--- config.mk ---
export PLATFORM = sky130hd
export DESIGN_NAME = pipe_stage_skid
export DESIGN_NICKNAME = d
export VERILOG_FILES = /design/src/rtl/pipe_pkg.sv /design/src/rtl/pipe_slot.sv /design/src/rtl/pipe_stage_skid.sv
export SDC_FILE = /design/constraint.sdc
export NUM_CORES = 1
export LEC_CHECK = 0
export CORE_ASPECT_RATIO = 0.9
export CORE_MARGIN = 8
export CORE_UTILIZATION = 40
export CTS_BUF_LIST = sky130_fd_sc_hd__clkbuf_8
export DETAILED_ROUTE_END_ITERATION = 12
export PLACE_DENSITY_LB_ADDON = 0.15
export SLEW_MARGIN = 10
export SYNTH_ARGS = -nofsm -noshare
export SYNTH_HDL_FRONTEND = slang
export SYNTH_SLANG_ARGS = --single-unit
--- constraint.sdc ---
create_clock -name CLK -period 1.58 [get_ports CLK]
set_input_delay 0.316 -clock CLK [delete_from_list [all_inputs] [get_ports CLK]]
set_output_delay 0.316 -clock CLK [all_outputs]
set_load 0.005 [all_outputs]
--- src/rtl/pipe_pkg.sv ---
// Shared pipeline-stage definitions: stage states, codebase widths and the
// per-boundary payload widths used when instantiating pipe_stage_skid.
package pipe_pkg;

    localparam int XLEN       = 32;
    localparam int REG_ADDR_W = 5;
    localparam int MEM_CTRL_W = 4;

    // ALUResult + WriteData + PCPlus4
    localparam int EXMEM_DATA_W = 3 * XLEN;
    // ReadData + ALUResult + PCPlus4
    localparam int MEMWB_DATA_W = 3 * XLEN;
    // Instr + PC
    localparam int FETCH_DATA_W = 2 * XLEN;

    typedef enum logic [1:0] {
        EMPTY = 2'd0,
        ONE   = 2'd1,
        FULL  = 2'd2
    } pipe_state_e;

    function automatic logic state_accepts(input pipe_state_e s);
        return (s != FULL);
    endfunction

endpackage

--- src/rtl/pipe_slot.sv ---
// One payload register (ctrl/rd/data) with load enable and async active-low
// reset to zero; used as both the main and the skid slot of a stage.
module pipe_slot
    import pipe_pkg::*;
#(
    parameter int CTRL_W = MEM_CTRL_W,
    parameter int RD_W   = REG_ADDR_W,
    parameter int DATA_W = EXMEM_DATA_W
) (
    input  logic              CLK,
    input  logic              RST_N,
    input  logic              load_i,
    input  logic [CTRL_W-1:0] ctrl_i,
    input  logic [RD_W-1:0]   rd_i,
    input  logic [DATA_W-1:0] data_i,
    output logic [CTRL_W-1:0] ctrl_o,
    output logic [RD_W-1:0]   rd_o,
    output logic [DATA_W-1:0] data_o
);

    logic [CTRL_W-1:0] ctrl_d, ctrl_q;
    logic [RD_W-1:0]   rd_d,   rd_q;
    logic [DATA_W-1:0] data_d, data_q;

    // Select new payload on load, otherwise hold.
    always_comb begin
        if (load_i) begin
            ctrl_d = ctrl_i;
            rd_d   = rd_i;
            data_d = data_i;
        end else begin
            ctrl_d = ctrl_q;
            rd_d   = rd_q;
            data_d = data_q;
        end
    end

    // Payload storage.
    always_ff @(posedge CLK or negedge RST_N) begin
        if (!RST_N) begin
            ctrl_q <= '0;
            rd_q   <= '0;
            data_q <= '0;
        end else begin
            ctrl_q <= ctrl_d;
            rd_q   <= rd_d;
            data_q <= data_d;
        end
    end

    assign ctrl_o = ctrl_q;
    assign rd_o   = rd_q;
    assign data_o = data_q;

endmodule

--- src/rtl/pipe_stage_skid.sv ---
// Generic valid/ready pipeline stage with a 2-entry skid buffer and flush.
// Optional PIPE_STAGE_PERF_EN adds a saturating stall_cnt output.
module pipe_stage_skid
    import pipe_pkg::*;
#(
    parameter int DATA_W = EXMEM_DATA_W,
    parameter int CTRL_W = MEM_CTRL_W,
    parameter int RD_W   = REG_ADDR_W
) (
    input  logic              CLK,
    input  logic              RST_N,
    input  logic              flush_i,
    input  logic              in_valid,
    output logic              in_ready,
    input  logic [CTRL_W-1:0] in_ctrl,
    input  logic [RD_W-1:0]   in_rd,
    input  logic [DATA_W-1:0] in_data,
    output logic              out_valid,
    input  logic              out_ready,
    output logic [CTRL_W-1:0] out_ctrl,
    output logic [RD_W-1:0]   out_rd,
    output logic [DATA_W-1:0] out_data
`ifdef PIPE_STAGE_PERF_EN
    ,
    output logic [31:0]       stall_cnt
`endif
);

    pipe_state_e state_d, state_q;
    logic        in_ready_d, in_ready_q;
    logic        in_fire_s, out_fire_s;
    logic        main_load_s, main_from_skid_s, skid_load_s;

    logic [CTRL_W-1:0] main_ctrl_s, skid_ctrl_s, main_ctrl_in_s;
    logic [RD_W-1:0]   main_rd_s,   skid_rd_s,   main_rd_in_s;
    logic [DATA_W-1:0] main_data_s, skid_data_s, main_data_in_s;

    assign in_ready   = in_ready_q;
    assign out_valid  = (state_q != EMPTY);
    assign in_fire_s  = in_valid & in_ready_q;
    assign out_fire_s = out_valid & out_ready;

    // Next-state and slot-load decode; flush overrides every handshake.
    always_comb begin
        state_d          = state_q;
        main_load_s      = 1'b0;
        main_from_skid_s = 1'b0;
        skid_load_s      = 1'b0;
        if (flush_i) begin
            state_d = EMPTY;
        end else begin
            case (state_q)
                EMPTY: begin
                    if (in_fire_s) begin
                        state_d     = ONE;
                        main_load_s = 1'b1;
                    end else begin
                        state_d = EMPTY;
                    end
                end
                ONE: begin
                    if (in_fire_s && out_fire_s) begin
                        main_load_s = 1'b1;
                    end else if (in_fire_s) begin
                        state_d     = FULL;
                        skid_load_s = 1'b1;
                    end else if (out_fire_s) begin
                        state_d = EMPTY;
                    end else begin
                        state_d = ONE;
                    end
                end
                FULL: begin
                    if (out_fire_s) begin
                        state_d          = ONE;
                        main_load_s      = 1'b1;
                        main_from_skid_s = 1'b1;
                    end else begin
                        state_d = FULL;
                    end
                end
                default: state_d = EMPTY;
            endcase
        end
        in_ready_d = state_accepts(state_d);
    end

    // Main slot refills from the skid when draining FULL, else from upstream.
    always_comb begin
        if (main_from_skid_s) begin
            main_ctrl_in_s = skid_ctrl_s;
            main_rd_in_s   = skid_rd_s;
            main_data_in_s = skid_data_s;
        end else begin
            main_ctrl_in_s = in_ctrl;
            main_rd_in_s   = in_rd;
            main_data_in_s = in_data;
        end
    end

    // State and ready registers; ready has no combinational path from out_ready.
    always_ff @(posedge CLK or negedge RST_N) begin
        if (!RST_N) begin
            state_q    <= EMPTY;
            in_ready_q <= 1'b1;
        end else begin
            state_q    <= state_d;
            in_ready_q <= in_ready_d;
        end
    end

    pipe_slot #(.CTRL_W(CTRL_W), .RD_W(RD_W), .DATA_W(DATA_W)) u_main (
        .CLK    (CLK),
        .RST_N  (RST_N),
        .load_i (main_load_s),
        .ctrl_i (main_ctrl_in_s),
        .rd_i   (main_rd_in_s),
        .data_i (main_data_in_s),
        .ctrl_o (main_ctrl_s),
        .rd_o   (main_rd_s),
        .data_o (main_data_s)
    );

    pipe_slot #(.CTRL_W(CTRL_W), .RD_W(RD_W), .DATA_W(DATA_W)) u_skid (
        .CLK    (CLK),
        .RST_N  (RST_N),
        .load_i (skid_load_s),
        .ctrl_i (in_ctrl),
        .rd_i   (in_rd),
        .data_i (in_data),
        .ctrl_o (skid_ctrl_s),
        .rd_o   (skid_rd_s),
        .data_o (skid_data_s)
    );

    // Bubbles and flushed slots must never present live control bits.
    assign out_ctrl = out_valid ? main_ctrl_s : {CTRL_W{1'b0}};
    assign out_rd   = main_rd_s;
    assign out_data = main_data_s;

`ifdef PIPE_STAGE_PERF_EN
    logic [31:0] stall_cnt_d, stall_cnt_q;

    // Saturating stall counter; deliberately unaffected by flush.
    always_comb begin
        if (out_valid && !out_ready && (stall_cnt_q != 32'hFFFF_FFFF)) begin
            stall_cnt_d = stall_cnt_q + 32'd1;
        end else begin
            stall_cnt_d = stall_cnt_q;
        end
    end

    // Stall counter register.
    always_ff @(posedge CLK or negedge RST_N) begin
        if (!RST_N) begin
            stall_cnt_q <= 32'd0;
        end else begin
            stall_cnt_q <= stall_cnt_d;
        end
    end

    assign stall_cnt = stall_cnt_q;
`endif

endmodule

# == Word-level counts from Yosys, hierarchy flattened ==
# Index checks and enable logic that the tools add are counted.
# op_classes
reduce_logical,3
eq_ne,3
muxes,21
bitwise_logic,2
# op_table
cell,count
96-bit two-way mux,1
1-bit two-way mux,11
2-bit two-way mux,4
4-bit two-way mux,2
2-bit one-hot mux with 3 select lines,1
5-bit two-way mux,1
1-bit one-hot mux with 3 select lines,1
1-bit AND,2
"2-bit by 1-bit equality test with 1-bit output, second input constant",1
"2-bit equality test, second input constant",1
2-bit zero test,1
"2-bit != test, second input constant",1
2-bit nonzero test,1
1-bit logical AND,1
# totals
register_bits,213
output_inout_bits,107

# == Depth between registers and ports, before layout ==
# logic_depth
word_depth,8
ltp_mapped,7
mapped_depth_nobuf,4

# == By module ==
# Synthesis repeated with hierarchy kept, for this count alone.
# hier_totals
cells_unflattened,586
area_unflattened_um2,9789.4
# by_module_without_submodules
module,n_inst,cells_per_inst,seq_area_each_um2,area_each_um2
pipe_slot,2,222,2627.5,4149.0
pipe_stage_skid,1,142,76.3,1491.4

# == Least setup slack after synthesis ==
# OpenSTA, ideal clock, no wires.
# synth_path
kind,reg-to-reg
start,"register in_ready_q, in the netlist in_ready"
end,"register u_skid.data_q[45], in the netlist u_skid.data_o[45]"
n_path_buf,2
setup_time_ns,0.125
stages_incl_launch_ff,7
slack_ns,-0.066
t_arrival_ns,1.521
path_cell_list,dfstp_2 > nand2_1 > nor3b_2 > nand2_1 > buf_2 > buf_2 > mux2_2
# synth_via
elab_chain_len,5
# synth_lines
item,line,source
start: declaration,pipe_stage_skid.sv:30,"logic in_ready_d, in_ready_q;"
start signal: assignment,pipe_stage_skid.sv:108,in_ready_q <= in_ready_d;
1-bit AND *,pipe_stage_skid.sv:40,assign in_fire_s = in_valid & in_ready_q;
1-bit two-way mux or 1-bit logical AND (tied branches),"pipe_stage_skid.sv:64, pipe_stage_skid.sv:62",
1-bit two-way mux *,pipe_stage_skid.sv:62,if (in_fire_s && out_fire_s) begin
1-bit two-way mux *,pipe_stage_skid.sv:52,case (state_q)
1-bit two-way mux *,pipe_stage_skid.sv:49,if (flush_i) begin
end signal: assignment,pipe_slot.sv:47,data_q <= data_d;
end: declaration,pipe_slot.sv:23,"logic [DATA_W-1:0] data_d, data_q;"
# Every way passes the cells marked *; elsewhere a longest branch is shown, timed or not.
# A chain may end at the register's enable or synchronous reset.

# == Worst setup path in the final report ==
# layout_path
start,"register in_ready_q, in the netlist in_ready"
end,"register u_skid.data_q[61], in the netlist u_skid.data_o[61]"
# The elaborated chain is that of the path after synthesis.

==> results.py <==
metrics = {
    "synth": {
        "yosys.area.top_type_share_pct": 59.3,
        "synth_area_leaders": "dfrtp_1, mux2_2, mux2i_1",
        "synth_seq_cells": 213,
        "seq_area_frac_synth_pct": 59.6,
        "yosysWarnings": 0,
        "synth_fp_nets": 811,
        "yosys.area.top_type": "dfrtp_1",
        "synth_cells": 701,
        "synth_area_um2": 8940,
        "syn_area_per_cell_um2": 12.8,
        "synth.distinct_cells": 22,
    },
    "setup_path": {
        "crit_family": "flip-flops",
        "crit_fanout": 32,
        "arrival_ns": 2.27,
        "critPathCaptureType": "register",
        "critPathKind": "register to register",
        "slowest_stage": "dfstp_2",
        "worstSetupStartpointType": "register",
        "critPathMostFrequentCell": "nand2_4",
        "crit_chain": "buf_6, nand2_4, nor3b_4, nand2_4, buf_12, mux2_4",
        "path_buf_inv": 2,
        "crit_required_ns": 1.96,
        "r2r_slack_ns": -0.31,
        "slowest_delay_ns": 0.55,
    },
    "drt": {
        "wirelength_um": 25600,
        "detail-route-antenna-nets": 0,
        "viasPerCell": 5.02,
        "vias": 6555,
        "dr.pass1.iters": 6,
        "wl_per_cell_um": 19.6,
        "drtIter0Drc": 273,
        "drc": 0,
    },
    "grt": {
        "antenna_found_initial": 0,
        "grt_overflow_total": 0,
        "grt_pass1_wl_um": 38700,
        "grt_usage_pct": 17.5,
        "grt_max_degree": 61,
        "grt_pass1_vias": 7105,
    },
    "cells_and_area": {
        "drive_above_1_share_pct": 33.5,
        "diodes": 0,
        "fillers": 1786,
        "layout.nets": 1106,
        "area_delta_synth_final_pct": 51.0,
        "fin_area_um2": 13500,
    },
    "clock_tree": {
        "numClockSinks": 213,
        "clock_tree.root_cell": "clkbuf_8",
        "cts_tree": "yes",
        "clock_latency_ns": 0.50,
        "htreeDepth": 2,
        "clock_path_buffers": 3,
        "cts_buffers": 37,
        "cts.clk_slew.worst_paths_ns": 0.06,
    },
    "floorplanning": {
        "initial_core_util_pct": 40.3,
        "dieArea_um2": 27400,
        "fp.coreArea_um2": 22200,
        "fp.dieH_um": 158,
        "fp.dieW_um": 174,
        "num_rows": 52,
        "ios": 217,
    },
    "run_status": {
        "status": "finished with violations",
        "violations": "setup timing",
    },
    "sta": {
        "hold_viol": 0,
        "hold-worst-slack_ns": 0.243,
        "tns_ns": -47.36,
        "slew_viol_final": 0,
        "skew_ns": 0.0179,
        "max_freq_mhz": 528,
        "worstMarginPinSlew_ns": 0.607,
        "setup_slack_ns": -0.314,
        "rsz0062_at_grt": "yes",
        "setup_viol": 216,
        "min_period_over_period_pct": 120,
        "fin_crit_ns": 1.89,
        "relSlewSlack_pct": 59.4,
    },
    "run": {
        "cap_violations": 0,
    },
    "placement": {
        "gp_congestion": 0.772,
        "place_area_um2": 11800,
        "numPortBuffers": 216,
        "hpwlAfterDp_um": 15900,
    },
    "hold_path": {
        "min_path_type": "input pin to asynchronous set/reset pin",
    },
    "power": {
        "powerDensity_nw_per_um2": 1160,
        "ir_drop_mv": 0.621,
        "power.static_leakage_uw": 0.00558,
    },
}
## what timing repair did
item,4_1_cts,5_1_grt
endpoints found under the hold margin,212,0
endpoints found under the setup margin,314,217
pin swaps,3,2
setup buffers,30,4
gates resized for setup,213,84
hold buffers,1,0
gates cloned,8,11
## area by class of cell
type	count	area [um^2]	area share [%]
Sequential cell	213	5330	39.5
Multi-Input combinational cell	441	3840	28.4
Timing Repair Buffer	301	3380	25.0
Clock buffer	38	523	3.87
Tap cell	297	372	2.75
Clock inverter	13	51.3	0.380
Inverter	2	7.51	0.0556
## metal layers
metal	wire, um	vias up	global-route usage [%]
li1	-	3037	-
met1	10600	3289	21.2
met2	12900	179	29.6
met3	1540	50	5.36
met4	665	0	6.02
met5	0	-	0
## metrics by stage
stage,instances,worst slack [ns],utilization [%],total power [uW]
after CTS,1294,-0.197,58.5,15500
after global placement,1205,-0.364,53.0,10900
after floorplan,701,-0.0101,-,8950
after detailed placement,1205,-0.442,53.0,11100
final,1305,-0.314,60.9,15600
after global routing,1305,-0.347,60.9,16500
## cell families (layout without fill, tap and decap cells)
group                  count (synthesis)  after routing  share of synthesized area (%)
flip-flops                           213            213                           59.6
AND/OR/NAND/NOR                      121            122                           5.61
multiplexers                         210            210                           25.0
AO/OA/AOI/OAI                        109            109                           6.16
buffers and inverters                 48            354                           3.61
## flip-flops by register name (all words and copies together), names as in the netlist
signal / cells
u_skid.data_o: 96
u_skid.ctrl_o: 4
in_ready: 1
u_main.rd_o: 5
u_skid.rd_o: 5
u_main.data_o: 96
u_main.ctrl_o: 4
state_q: 2
## synth_stat cells
cell type and n:
a21oi_1 105, a31oi_1 2, and3b_1 2, buf_12 5, buf_2 22, buf_4 6
buf_8 1, clkbuf_1 12, dfrtp_1 212, dfstp_2 1, inv_1 2, mux2_2 105
mux2i_1 105, nand2_1 2, nand3b_1 1, nand4b_1 1, nand4bb_1 1, nor2_1 108
nor2b_1 5, nor3b_2 1, o21ai_0 1, o21bai_1 1
## where the power goes
part | internal [uW] | total [uW] | switching [uW]
clock | 2170 | 4210 | 2040
sequential | 6820 | 7660 | 841
combinational | 2250 | 3720 | 1470
total | 11200 | 15600 | 4350
## path summary, 6_finish.rpt
path / startpoint / endpoint / cells past startpoint
hold reg to reg: u_skid.data_o[56]$_DFFE_PN0P_ / u_skid.data_o[56]$_DFFE_PN0P_ / 1
min in group CLK: in_data[6] / u_skid.data_o[6]$_DFFE_PN0P_ / 2
max in group asynchronous: RST_N / u_main.data_o[77]$_DFFE_PN0P_ / 3
setup / recovery: in_ready$_DFF_PN1_ / u_skid.data_o[61]$_DFFE_PN0P_ / 6
setup reg to reg: in_ready$_DFF_PN1_ / u_skid.data_o[61]$_DFFE_PN0P_ / 6
hold / removal: RST_N / u_main.data_o[33]$_DFFE_PN0P_ / 2
## worst reg2reg max path: stages (launching register included)
cell	delay [ns]
dfstp_2	0.55
buf_6	0.11
nand2_4	0.05
nor3b_4	0.28
nand2_4	0.19
buf_12	0.23
mux2_4	0.35
## placed cells by master, fill, tap and decap left out, types with 2 or more instances in the layout
master / count
buf_6: 12
nor2_2: 11
clkbuf_16: 8
a21oi_1: 63
clkdlybuf4s50_1: 108
buf_4: 25
dlygate4sd2_1: 101
nor2_1: 66
a21oi_2: 42
dfrtp_1: 212
mux2_4: 2
nor2b_2: 2
clkinv_2: 2
inv_1: 12
buf_12: 28
mux2_2: 103
buf_2: 5
nand2_4: 2
buf_8: 4
clkbuf_8: 39
nor2b_4: 3
mux2i_1: 101
mux2i_2: 3
buf_16: 8
nor2_4: 31
(Power assumes the default switching activity.)
